===== src/rtl/decode_pkg.sv =====
// Shared types for the RV32 decode stage: control bundle, ALU op codes,
// operand/write-back selectors, immediate formats and base opcodes.
package decode_pkg;

  localparam logic [6:0] OPC_LUI    = 7'b0110111;
  localparam logic [6:0] OPC_AUIPC  = 7'b0010111;
  localparam logic [6:0] OPC_JAL    = 7'b1101111;
  localparam logic [6:0] OPC_JALR   = 7'b1100111;
  localparam logic [6:0] OPC_BRANCH = 7'b1100011;
  localparam logic [6:0] OPC_LOAD   = 7'b0000011;
  localparam logic [6:0] OPC_STORE  = 7'b0100011;
  localparam logic [6:0] OPC_OP_IMM = 7'b0010011;
  localparam logic [6:0] OPC_OP     = 7'b0110011;

  // Base ops use the 4-bit range with NOP at zero; RV32M ops set bit 4 and
  // carry funct3 in the low bits.
  typedef enum logic [4:0] {
    ALU_NOP  = 5'd0,  ALU_ADD   = 5'd1,  ALU_SUB    = 5'd2,  ALU_AND   = 5'd3,
    ALU_OR   = 5'd4,  ALU_XOR   = 5'd5,  ALU_SLL    = 5'd6,  ALU_SRL   = 5'd7,
    ALU_SRA  = 5'd8,  ALU_LT    = 5'd9,  ALU_LTU    = 5'd10,
    ALU_MUL  = 5'd16, ALU_MULH  = 5'd17, ALU_MULHSU = 5'd18, ALU_MULHU = 5'd19,
    ALU_DIV  = 5'd20, ALU_DIVU  = 5'd21, ALU_REM    = 5'd22, ALU_REMU  = 5'd23
  } alu_op_e;

  // SRCB_PC_IMM: operand a is pc and operand b is imm (AUIPC, JAL target).
  typedef enum logic [1:0] {SRCB_RS2, SRCB_IMM, SRCB_PC_IMM} src_b_e;
  typedef enum logic [1:0] {WB_ALU, WB_MEM, WB_PC4, WB_IMM} wb_src_e;
  typedef enum logic [2:0] {IMM_R, IMM_I, IMM_S, IMM_B, IMM_U, IMM_J} imm_fmt_e;

  typedef struct packed {
    alu_op_e     alu_op;
    src_b_e      alu_src_b;
    logic        rf_we;
    logic [4:0]  rd;
    logic [4:0]  rs1;
    logic [4:0]  rs2;
    logic [31:0] imm;
    logic        mem_we;
    logic        mem_re;
    logic [1:0]  mem_size;
    logic        mem_unsigned;
    wb_src_e     wb_src;
    logic        is_branch;
    logic [2:0]  br_cond;
    logic        is_jal;
    logic        is_jalr;
    logic        illegal;
    logic [31:0] pc;
  } ctrl_t;

  function automatic logic [31:0] gen_imm(input logic [31:0] instr, input imm_fmt_e fmt);
    logic [31:0] imm;
    case (fmt)
      IMM_I:   imm = {{20{instr[31]}}, instr[31:20]};
      IMM_S:   imm = {{20{instr[31]}}, instr[31:25], instr[11:7]};
      IMM_B:   imm = {{19{instr[31]}}, instr[31], instr[7], instr[30:25], instr[11:8], 1'b0};
      IMM_U:   imm = {instr[31:12], 12'b0};
      IMM_J:   imm = {{11{instr[31]}}, instr[31], instr[19:12], instr[20], instr[30:21], 1'b0};
      default: imm = '0;
    endcase
    return imm;
  endfunction

endpackage


===== src/rtl/decode_comb.sv =====
// Combinational RV32I(+M) decoder: instruction word and pc to a ctrl_t bundle.
module decode_comb
  import decode_pkg::*;
#(
  parameter bit EN_M = 1'b0
) (
  input  logic [31:0] instr,
  input  logic [31:0] pc,
  output ctrl_t       ctrl
);

  logic [6:0] opcode;
  logic [6:0] funct7;
  logic [2:0] funct3;
  imm_fmt_e   fmt;
  logic       writes;
  logic       legal;

  assign opcode = instr[6:0];
  assign funct3 = instr[14:12];
  assign funct7 = instr[31:25];

  always_comb begin
    ctrl   = '0;
    fmt    = IMM_R;
    writes = 1'b0;
    legal  = 1'b1;
    case (opcode)
      OPC_LUI: begin
        fmt = IMM_U; writes = 1'b1; ctrl.wb_src = WB_IMM;
      end
      OPC_AUIPC: begin
        fmt = IMM_U; writes = 1'b1; ctrl.alu_op = ALU_ADD; ctrl.alu_src_b = SRCB_PC_IMM;
      end
      OPC_JAL: begin
        fmt = IMM_J; writes = 1'b1; ctrl.is_jal = 1'b1; ctrl.wb_src = WB_PC4;
        ctrl.alu_op = ALU_ADD; ctrl.alu_src_b = SRCB_PC_IMM;
      end
      OPC_JALR: begin
        fmt = IMM_I; writes = 1'b1; ctrl.is_jalr = 1'b1; ctrl.wb_src = WB_PC4;
        ctrl.alu_op = ALU_ADD; ctrl.alu_src_b = SRCB_IMM; legal = (funct3 == 3'b000);
      end
      OPC_BRANCH: begin
        fmt = IMM_B; ctrl.is_branch = 1'b1; ctrl.br_cond = funct3;
        case (funct3)
          3'b000, 3'b001: ctrl.alu_op = ALU_SUB;
          3'b100, 3'b101: ctrl.alu_op = ALU_LT;
          3'b110, 3'b111: ctrl.alu_op = ALU_LTU;
          default:        legal = 1'b0;
        endcase
      end
      OPC_LOAD: begin
        fmt = IMM_I; writes = 1'b1; ctrl.mem_re = 1'b1; ctrl.wb_src = WB_MEM;
        ctrl.alu_op = ALU_ADD; ctrl.alu_src_b = SRCB_IMM;
        ctrl.mem_size = funct3[1:0]; ctrl.mem_unsigned = funct3[2];
        legal = (funct3 != 3'b011) && (funct3 != 3'b110) && (funct3 != 3'b111);
      end
      OPC_STORE: begin
        fmt = IMM_S; ctrl.mem_we = 1'b1; ctrl.alu_op = ALU_ADD; ctrl.alu_src_b = SRCB_IMM;
        ctrl.mem_size = funct3[1:0]; legal = !funct3[2] && (funct3[1:0] != 2'b11);
      end
      OPC_OP_IMM: begin
        fmt = IMM_I; writes = 1'b1; ctrl.alu_src_b = SRCB_IMM;
        case (funct3)
          3'b000: ctrl.alu_op = ALU_ADD;
          3'b010: ctrl.alu_op = ALU_LT;
          3'b011: ctrl.alu_op = ALU_LTU;
          3'b100: ctrl.alu_op = ALU_XOR;
          3'b110: ctrl.alu_op = ALU_OR;
          3'b111: ctrl.alu_op = ALU_AND;
          3'b001: begin
            ctrl.alu_op = ALU_SLL; legal = (funct7 == 7'h00);
          end
          default: begin
            ctrl.alu_op = funct7[5] ? ALU_SRA : ALU_SRL;
            legal = (funct7 == 7'h00) || (funct7 == 7'h20);
          end
        endcase
      end
      OPC_OP: begin
        writes = 1'b1;
        case (funct7)
          7'h00:
            case (funct3)
              3'b000: ctrl.alu_op = ALU_ADD;
              3'b001: ctrl.alu_op = ALU_SLL;
              3'b010: ctrl.alu_op = ALU_LT;
              3'b011: ctrl.alu_op = ALU_LTU;
              3'b100: ctrl.alu_op = ALU_XOR;
              3'b101: ctrl.alu_op = ALU_SRL;
              3'b110: ctrl.alu_op = ALU_OR;
              default: ctrl.alu_op = ALU_AND;
            endcase
          7'h20:
            case (funct3)
              3'b000:  ctrl.alu_op = ALU_SUB;
              3'b101:  ctrl.alu_op = ALU_SRA;
              default: legal = 1'b0;
            endcase
          7'h01:
            if (EN_M) begin
              case (funct3)
                3'b000: ctrl.alu_op = ALU_MUL;
                3'b001: ctrl.alu_op = ALU_MULH;
                3'b010: ctrl.alu_op = ALU_MULHSU;
                3'b011: ctrl.alu_op = ALU_MULHU;
                3'b100: ctrl.alu_op = ALU_DIV;
                3'b101: ctrl.alu_op = ALU_DIVU;
                3'b110: ctrl.alu_op = ALU_REM;
                default: ctrl.alu_op = ALU_REMU;
              endcase
            end else begin
              legal = 1'b0;
            end
          default: legal = 1'b0;
        endcase
      end
      default: legal = 1'b0;
    endcase

    ctrl.imm   = gen_imm(instr, fmt);
    ctrl.rf_we = writes && (instr[11:7] != 5'd0);
    // An illegal bundle keeps only register indices and pc for trap reporting.
    if (!legal) begin
      ctrl         = '0;
      ctrl.illegal = 1'b1;
    end
    ctrl.rd  = instr[11:7];
    ctrl.rs1 = instr[19:15];
    ctrl.rs2 = instr[24:20];
    ctrl.pc  = pc;
  end

endmodule


===== src/rtl/decode_stage.sv =====
// Registered decode stage with valid/ready handshake, optional skid entry and flush.
module decode_stage
  import decode_pkg::*;
#(
  parameter int XLEN = 32,
  parameter bit EN_M = 1'b0,
  parameter bit SKID = 1'b1
) (
  input  logic            clk,
  input  logic            rst_n,
  input  logic            in_valid,
  output logic            in_ready,
  input  logic [31:0]     in_instr,
  input  logic [XLEN-1:0] in_pc,
  input  logic            flush,
  output logic            out_valid,
  input  logic            out_ready,
  output ctrl_t           out_ctrl
);

  ctrl_t dec;
  logic  in_fire;
  logic  out_fire;

  decode_comb #(.EN_M(EN_M)) u_decode_comb (
    .instr (in_instr),
    .pc    (in_pc),
    .ctrl  (dec)
  );

  assign in_fire  = in_valid && in_ready;
  assign out_fire = out_valid && out_ready;

  if (SKID) begin : g_skid
    ctrl_t skid_ctrl;
    logic  skid_valid;

    assign in_ready = !skid_valid;

    // NOTE: non-blocking assignments keep every register update on the edge
    // independent of statement order. The bundle registers are reset as well
    // so out_ctrl reads all-zero (ALU_NOP) straight after reset.
    always_ff @(posedge clk) begin
      if (!rst_n) begin
        out_valid  <= 1'b0;
        out_ctrl   <= '0;
        skid_valid <= 1'b0;
        skid_ctrl  <= '0;
      end else if (flush) begin
        out_valid  <= 1'b0;
        skid_valid <= 1'b0;
      end else if (out_fire || !out_valid) begin
        // Output register frees up: the skid entry is older than any new input.
        if (skid_valid) begin
          out_ctrl   <= skid_ctrl;
          out_valid  <= 1'b1;
          skid_valid <= 1'b0;
        end else begin
          out_valid <= in_fire;
          if (in_fire) out_ctrl <= dec;
        end
      end else if (in_fire) begin
        skid_ctrl  <= dec;
        skid_valid <= 1'b1;
      end
    end
  end else begin : g_single
    assign in_ready = !out_valid || out_ready;

    always_ff @(posedge clk) begin
      if (!rst_n) begin
        out_valid <= 1'b0;
        out_ctrl  <= '0;
      end else if (flush) begin
        out_valid <= 1'b0;
      end else if (in_fire) begin
        out_valid <= 1'b1;
        out_ctrl  <= dec;
      end else if (out_fire) begin
        out_valid <= 1'b0;
      end
    end
  end

endmodule

===== config.mk =====
export PLATFORM = sky130hd
export DESIGN_NAME = decode_stage
export DESIGN_NICKNAME = d
export VERILOG_FILES = /design/src/rtl/decode_pkg.sv /design/src/rtl/decode_comb.sv /design/src/rtl/decode_stage.sv
export SDC_FILE = /design/constraint.sdc
export NUM_CORES = 1
export LEC_CHECK = 0
export CORE_UTILIZATION = 50
export DETAILED_ROUTE_END_ITERATION = 7
export DONT_BUFFER_PORTS = 1
export GPL_TIMING_DRIVEN = 0
export MAX_ROUTING_LAYER = met4
export SYNTH_ARGS = -nofsm -noshare
export SYNTH_HDL_FRONTEND = slang
export SYNTH_SLANG_ARGS = --single-unit

===== constraint.sdc =====
create_clock -name clk -period 2.4 [get_ports clk]
set_input_delay 0.48 -clock clk [delete_from_list [all_inputs] [get_ports clk]]
set_output_delay 0.48 -clock clk [all_outputs]
set_load 0.01 [all_outputs]

Yosys cells after proc, flatten, opt, wreduce, memory -nomap -nowiden. Index checks and enable logic that the tools add are counted.

Eq/ne operators: 26. Bitwise logic cells: 3. Reduce and logical (&&, ||, !) cells: 34. Multiplexer cells: 28.

Operators with widths (count): 101-bit 2-to-1 mux (3); 32-bit one-hot mux with 5 select lines (1); 5-bit one-hot mux with 7 select lines (1); 7-bit by 6-bit == test with 1-bit output (second input constant) (4); 4-bit one-hot mux with 7 select lines (1); 7-bit == test (second input constant) (3); 5-bit one-hot mux with 4 select lines (1); 3-bit == test (second input constant) (6); 2-bit OR reduction (9); 3-bit one-hot mux with 5 select lines (1); 7-bit by 5-bit == test with 1-bit output (second input constant) (2); 3-bit by 2-bit == test with 1-bit output (second input constant) (4); 4-bit one-hot mux with 3 select lines (1); 6-bit OR reduction (2); 5-bit one-hot mux with 2 select lines (1); 1-bit 2-to-1 mux (9); 3-bit OR reduction (3); 4-bit 2-to-1 mux (2); 4-bit one-hot mux with 2 select lines (1); 7-bit by 2-bit == test with 1-bit output (second input constant) (1); 7-bit logical NOT (1); 1-bit one-hot mux with 7 select lines (1); 7-bit OR reduction (1); 3-bit by 1-bit == test with 1-bit output (second input constant) (2); 17 further kinds (30).

Bits of input ports: 69. Register bits after elaboration: 204.

Longest topological paths before layout.
Depth in word-level cells: 8. Mapped depth: 10.

Cells and area by module. From an unflattened synthesis, not the netlist that was laid out.

Cell total of the unflattened synthesis: 1170. Area total of the unflattened synthesis: 10695.3 µm².

Modules (own cells, without submodules): decode_stage (area an instance 9067.4 µm², instances 1, seq. area each 4083.9 µm², cells each 910); decode_comb (area an instance 1627.8 µm², instances 1, seq. area each 0.0 µm², cells each 260).

Least setup slack after synthesis. Ideal clock, no wire load.

Path kind: input to register. From: input port in_instr[6]. To: register g_skid.skid_ctrl[56] (netlist name). Buffers on the path: 3. Stages: 9. Setup slack: 208 ps. Setup time: 117 ps. Arrival time: 2075 ps. Required time: 2283 ps. Path through: buf_2 -> nor2b_1 -> and3_1 -> clkbuf_1 -> a211o_2 -> or2_4 -> and4_4 -> buf_6 -> a22o_1.

Longest elaborated chain between the ends: 6.

Ends and longest elaborated chain: start, declared (line decode_stage.sv:13) `input logic [31:0] in_instr,`; 7-bit == test, or another cell as far along (line decode_comb.sv:28) `case (opcode)`; 3-bit OR reduction (no source line) or 2-bit OR reduction (tied branches); 3-bit one-hot mux with 5 select lines (line decode_comb.sv:28); 3-bit == test, or another cell as far along (line decode_pkg.sv:53) `case (fmt)`; 32-bit one-hot mux with 5 select lines (line decode_pkg.sv:53); 101-bit 2-to-1 mux * (line decode_comb.sv:124) `if (!legal) begin`; end signal, assigned (line decode_stage.sv:48) `skid_ctrl <= '0;`; end signal, assigned (line decode_stage.sv:63) `skid_ctrl <= dec;`; end, declared (line decode_stage.sv:35) `ctrl_t skid_ctrl;`.

Mark *: on every way between the ends. The rest lies on a longest branch, timed or not. A chain may end at the register's enable or synchronous reset.

Final worst setup path.
From: register out_valid. To: register g_skid.skid_ctrl[51] (netlist name).

Longest elaborated chain between the ends: 4.

Ends and longest elaborated chain: start, declared (line decode_stage.sv:16) `output logic out_valid,`; start signal, assigned (line decode_stage.sv:59) `out_valid <= in_fire;`; 1-bit logical AND or 1-bit logical NOT (tied branches) (line decode_stage.sv:32, decode_stage.sv:52); 1-bit logical OR * (line decode_stage.sv:52) `end else if (out_fire || !out_valid) begin`; 1-bit inverter (no source line) *; 3-bit AND reduction (no source line) *.

Marks and branches as above.

==> summary.log <==
INFO  outcome        status=completed
INFO  sta            max_slew.worst_pin.slew=0.970ns
INFO  synth          synth.cell_area=8680µm²
INFO  synth          synth_enable_flop_cells=0
INFO  sta            final_period_minus_worst_setup_slack=2.22ns
INFO  drt            drt_drc_violations_left=0
INFO  floorplan      floorplan.initialDensity=51.8%
INFO  layout         design_area=9660µm²
INFO  clocking       cts_num_sinks=202
INFO  sta            timing.max_slew.rel_slack=34.8%
INFO  synth          seq_area_frac_synth=46.6%
INFO  layout         most-common-layout-cells=dfxtp_1 (202), nand2_1 (171), a21oi_1 (139)
INFO  layout         syn_to_final_growth=11.4%
INFO  layout         antenna-diode-count=0
INFO  min_path       worst_hold_path_type=input pin to register
INFO  sta            timing.final.hold_violations=0
INFO  floorplan      die-width=134µm
INFO  drt            total_iterations_of_the_first_detailed_routing_run=5
INFO  synth          yosys_register_bits=202
INFO  drt            detail-route-antenna-nets=0
INFO  clocking       path_clk_slew=0.06ns
INFO  synth          post_synth_inst_count=1043
INFO  clocking       insertion_delay=0.50ns
INFO  clocking       cts_root_buf=clkbuf_16
INFO  worst_setup_path critical_path_required_time=2.79ns
INFO  sta            achievable-frequency=450MHz
INFO  drt            drt_iter0_markers=516
INFO  worst_setup_path worst_setup_path_start_kind=register
INFO  global_route   grt.busiest_layer=met2
INFO  synth          synth.net_count=1117
INFO  synth          postSynthAreaPerCell=8.32µm²
INFO  global_route   grt_pass1_vias=7256
INFO  sta            slew_viol_final=0
INFO  synth          netlist-cell-type-count=67
INFO  placed_design  gp_congestion=0.933
INFO  synth          netlist_top_cells_area=dfxtp_1 (47%), a21oi_1 (8.0%), nand2_1 (7.4%), mux2i_1 (5.8%), a211oi_1 (4.6%)
INFO  floorplan      top_level_ports=172
INFO  placed_design  detailed_place_hpwl=19.3mm
INFO  global_route   globalRoute.totalOverflow=0
INFO  sta            clock-skew-final=0.00758ns
INFO  layout         layout.filler_cells=1543
INFO  drt            routed-via-count=7810
INFO  floorplan      die_h=134µm
INFO  drt            vias_per_cell=5.99
INFO  sta            post-route-period-util=92.6%
INFO  layout         mostFrequentLayoutCell=dfxtp_1
INFO  layout         nets=1143
INFO  worst_setup_path setup.worst_path.end_class=register
INFO  flow_run       max-cap-violations=0
INFO  placed_design  postPlaceCellArea=8960µm²
INFO  synth          dominantRegCellSynth=dfxtp_1
INFO  placed_design  io_buffer_count=0
INFO  floorplan      die_area=17900µm²
INFO  global_route   antenna_found_initial=0
INFO  global_route   met1_usage=44.0%
INFO  synth          netlist.top_cell.by_area=dfxtp_1
INFO  clocking       cts_made_buffers=23
INFO  global_route   grt.total_usage=31.0%
INFO  sta            setup_tns=0ns
INFO  pwr            power.static_leakage=3.26nW
INFO  floorplan      row_count=47
INFO  pwr            worst_ir_drop_vdd=0.489mV
INFO  pwr            power_density=750nW/µm²
INFO  worst_setup_path worstSetupPathType=register to register
INFO  layout         ratio_of_cells_with_drive_above_1_in_the_final_layout=7.02%
INFO  sta            finalSetupViolCount=0
INFO  global_route   groute.layer.met3.usage=7.00%
INFO  global_route   global_route_wire_length_before_repair=41.9mm
INFO  clocking       clockBufferDepth=3
INFO  sta            worst_slack=0.177ns
INFO  global_route   grt_max_degree=13
INFO  clocking       h_tree_levels=1
INFO  global_route   groute.layer.met2.usage=44.7%
INFO  synth          synth-async-reset-ratio=0%
INFO  floorplan      core_area=16800µm²
INFO  synth          post-synth-top-area-fraction=46.6%
INFO  worst_setup_path arrival=2.61ns
INFO  synth          synthesis.yosys.warnings=0
INFO  placed_design  place_worst_setup_slack=-0.243ns
INFO  clocking       tritoncts=done
INFO  sta            setup_repair_after_global_routing_missed_its_margin=false
INFO  drt            wl_per_cell=20.6µm
INFO  worst_setup_path cp_max_fo=10
INFO  drt            detail_route.wirelength=26.9mm
-- layout make-up --
| cell class | instances | area [µm²] | share of cell area (%) |
|---|---|---|---|
| Multi-Input combinational cell | 734 | 4190 | 43.4 |
| Buffer | 99 | 430 | 4.45 |
| Sequential cell | 202 | 4040 | 41.8 |
| Tap cell | 220 | 275 | 2.85 |
| Timing Repair Buffer | 1 | 5.00 | 0.0518 |
| Clock inverter | 4 | 26.3 | 0.272 |
| Inverter | 8 | 30.0 | 0.311 |
| Clock buffer | 35 | 661 | 6.84 |
-- cells in the mapped netlist, types with 2 or more instances --
cell type,number
a22o_1,8
a22oi_1,4
ha_1,5
and2_1,3
nor4_1,2
and4_1,2
a21oi_1,139
o22ai_1,19
a2bb2oi_1,10
nand2_1,171
inv_1,8
and3b_1,2
o2111a_1,2
a32oi_1,3
and3_1,21
or2_2,2
nand2b_1,5
nor3_1,12
dfxtp_1,202
o21ai_0,64
o221ai_1,2
nor2_1,73
buf_2,12
buf_6,3
a31oi_1,2
or3_1,8
clkbuf_2,3
mux2i_1,50
buf_4,2
buf_1,5
o2111ai_1,3
a211oi_1,53
nand3_1,15
a311oi_1,6
clkbuf_1,74
nor2b_1,5
nand4_1,8
o211ai_1,6
-- sequential cells by signal (all words and copies together) (netlist names) --
name and flops:
g_skid.skid_ctrl 100, out_ctrl 100, g_skid.skid_valid 1, out_valid 1
-- critical path: stages, from the launching register on --
cell	delay, ns
dfxtp_1	0.43
nand2b_1	0.13
nor3_1	0.53
buf_2	0.33
nor2_1	0.12
clkbuf_1	0.27
a22o_1	0.30
-- per-stage QoR --
| step | utilization, % | hold WS [ns] | power [mW] | instances |
|---|---|---|---|---|
| after floorplan | - | 0.417 | 3.95 | 1043 |
| after global placement | 53.4 | 0.426 | 4.10 | 1263 |
| after detailed placement | 53.5 | 0.436 | 4.11 | 1264 |
| after CTS | 57.6 | 0.0885 | 7.29 | 1303 |
| after global routing | 57.7 | 0.0994 | 7.50 | 1303 |
| final | 57.7 | 0.101 | 7.25 | 1303 |
-- what timing repair did --
| action | in CTS | in global routing |
|---|---|---|
| gates resized for setup | 4 | 9 |
| setup endpoints to repair | 17 | 56 |
| hold buffers | 0 | 0 |
| buffers inserted | 0 | 0 |
| pin swaps | 0 | 0 |
-- path summary, 6_finish.rpt --
path / start / endpoint / slack (ns) / cells past startpoint
setup / recovery: out_valid / g_skid.skid_ctrl[51] / 0.18 / 6
hold / removal: in_instr[27] / g_skid.skid_ctrl[53] / 0.10 / 1
setup reg to reg: out_valid / g_skid.skid_ctrl[51] / 0.18 / 6
hold reg to reg: g_skid.skid_ctrl[61] / g_skid.skid_ctrl[61] / 0.45 / 2
-- logic make-up after synthesis --
logic type | Yosys count | synth area share (%)
AOI/OAI and AO/OA | 334 | 23.6
xor gates and xnor gates | 1 | 0.101
adders and majority gates | 6 | 0.836
buffers and inverters | 107 | 5.19
DFF | 202 | 46.6
muxes | 51 | 5.90
other | 1 | 0.0432
and+or+nand+nor | 341 | 17.8
-- per-layer routing --
layer  vias up  wire (µm)
met5         -          0
met4         0        371
met3        31       2530
met2       312      11600
met1      3693      12300
li1       3774          -
-- report_power, final --
| group | internal [mW] | total (mW) | switching (mW) |
|---|---|---|---|
| Combinational | 0.154 | 0.478 | 0.324 |
| Sequential | 3.45 | 3.56 | 0.111 |
| Clock | 1.89 | 3.20 | 1.32 |
Power figures use the tool's default switching activity.
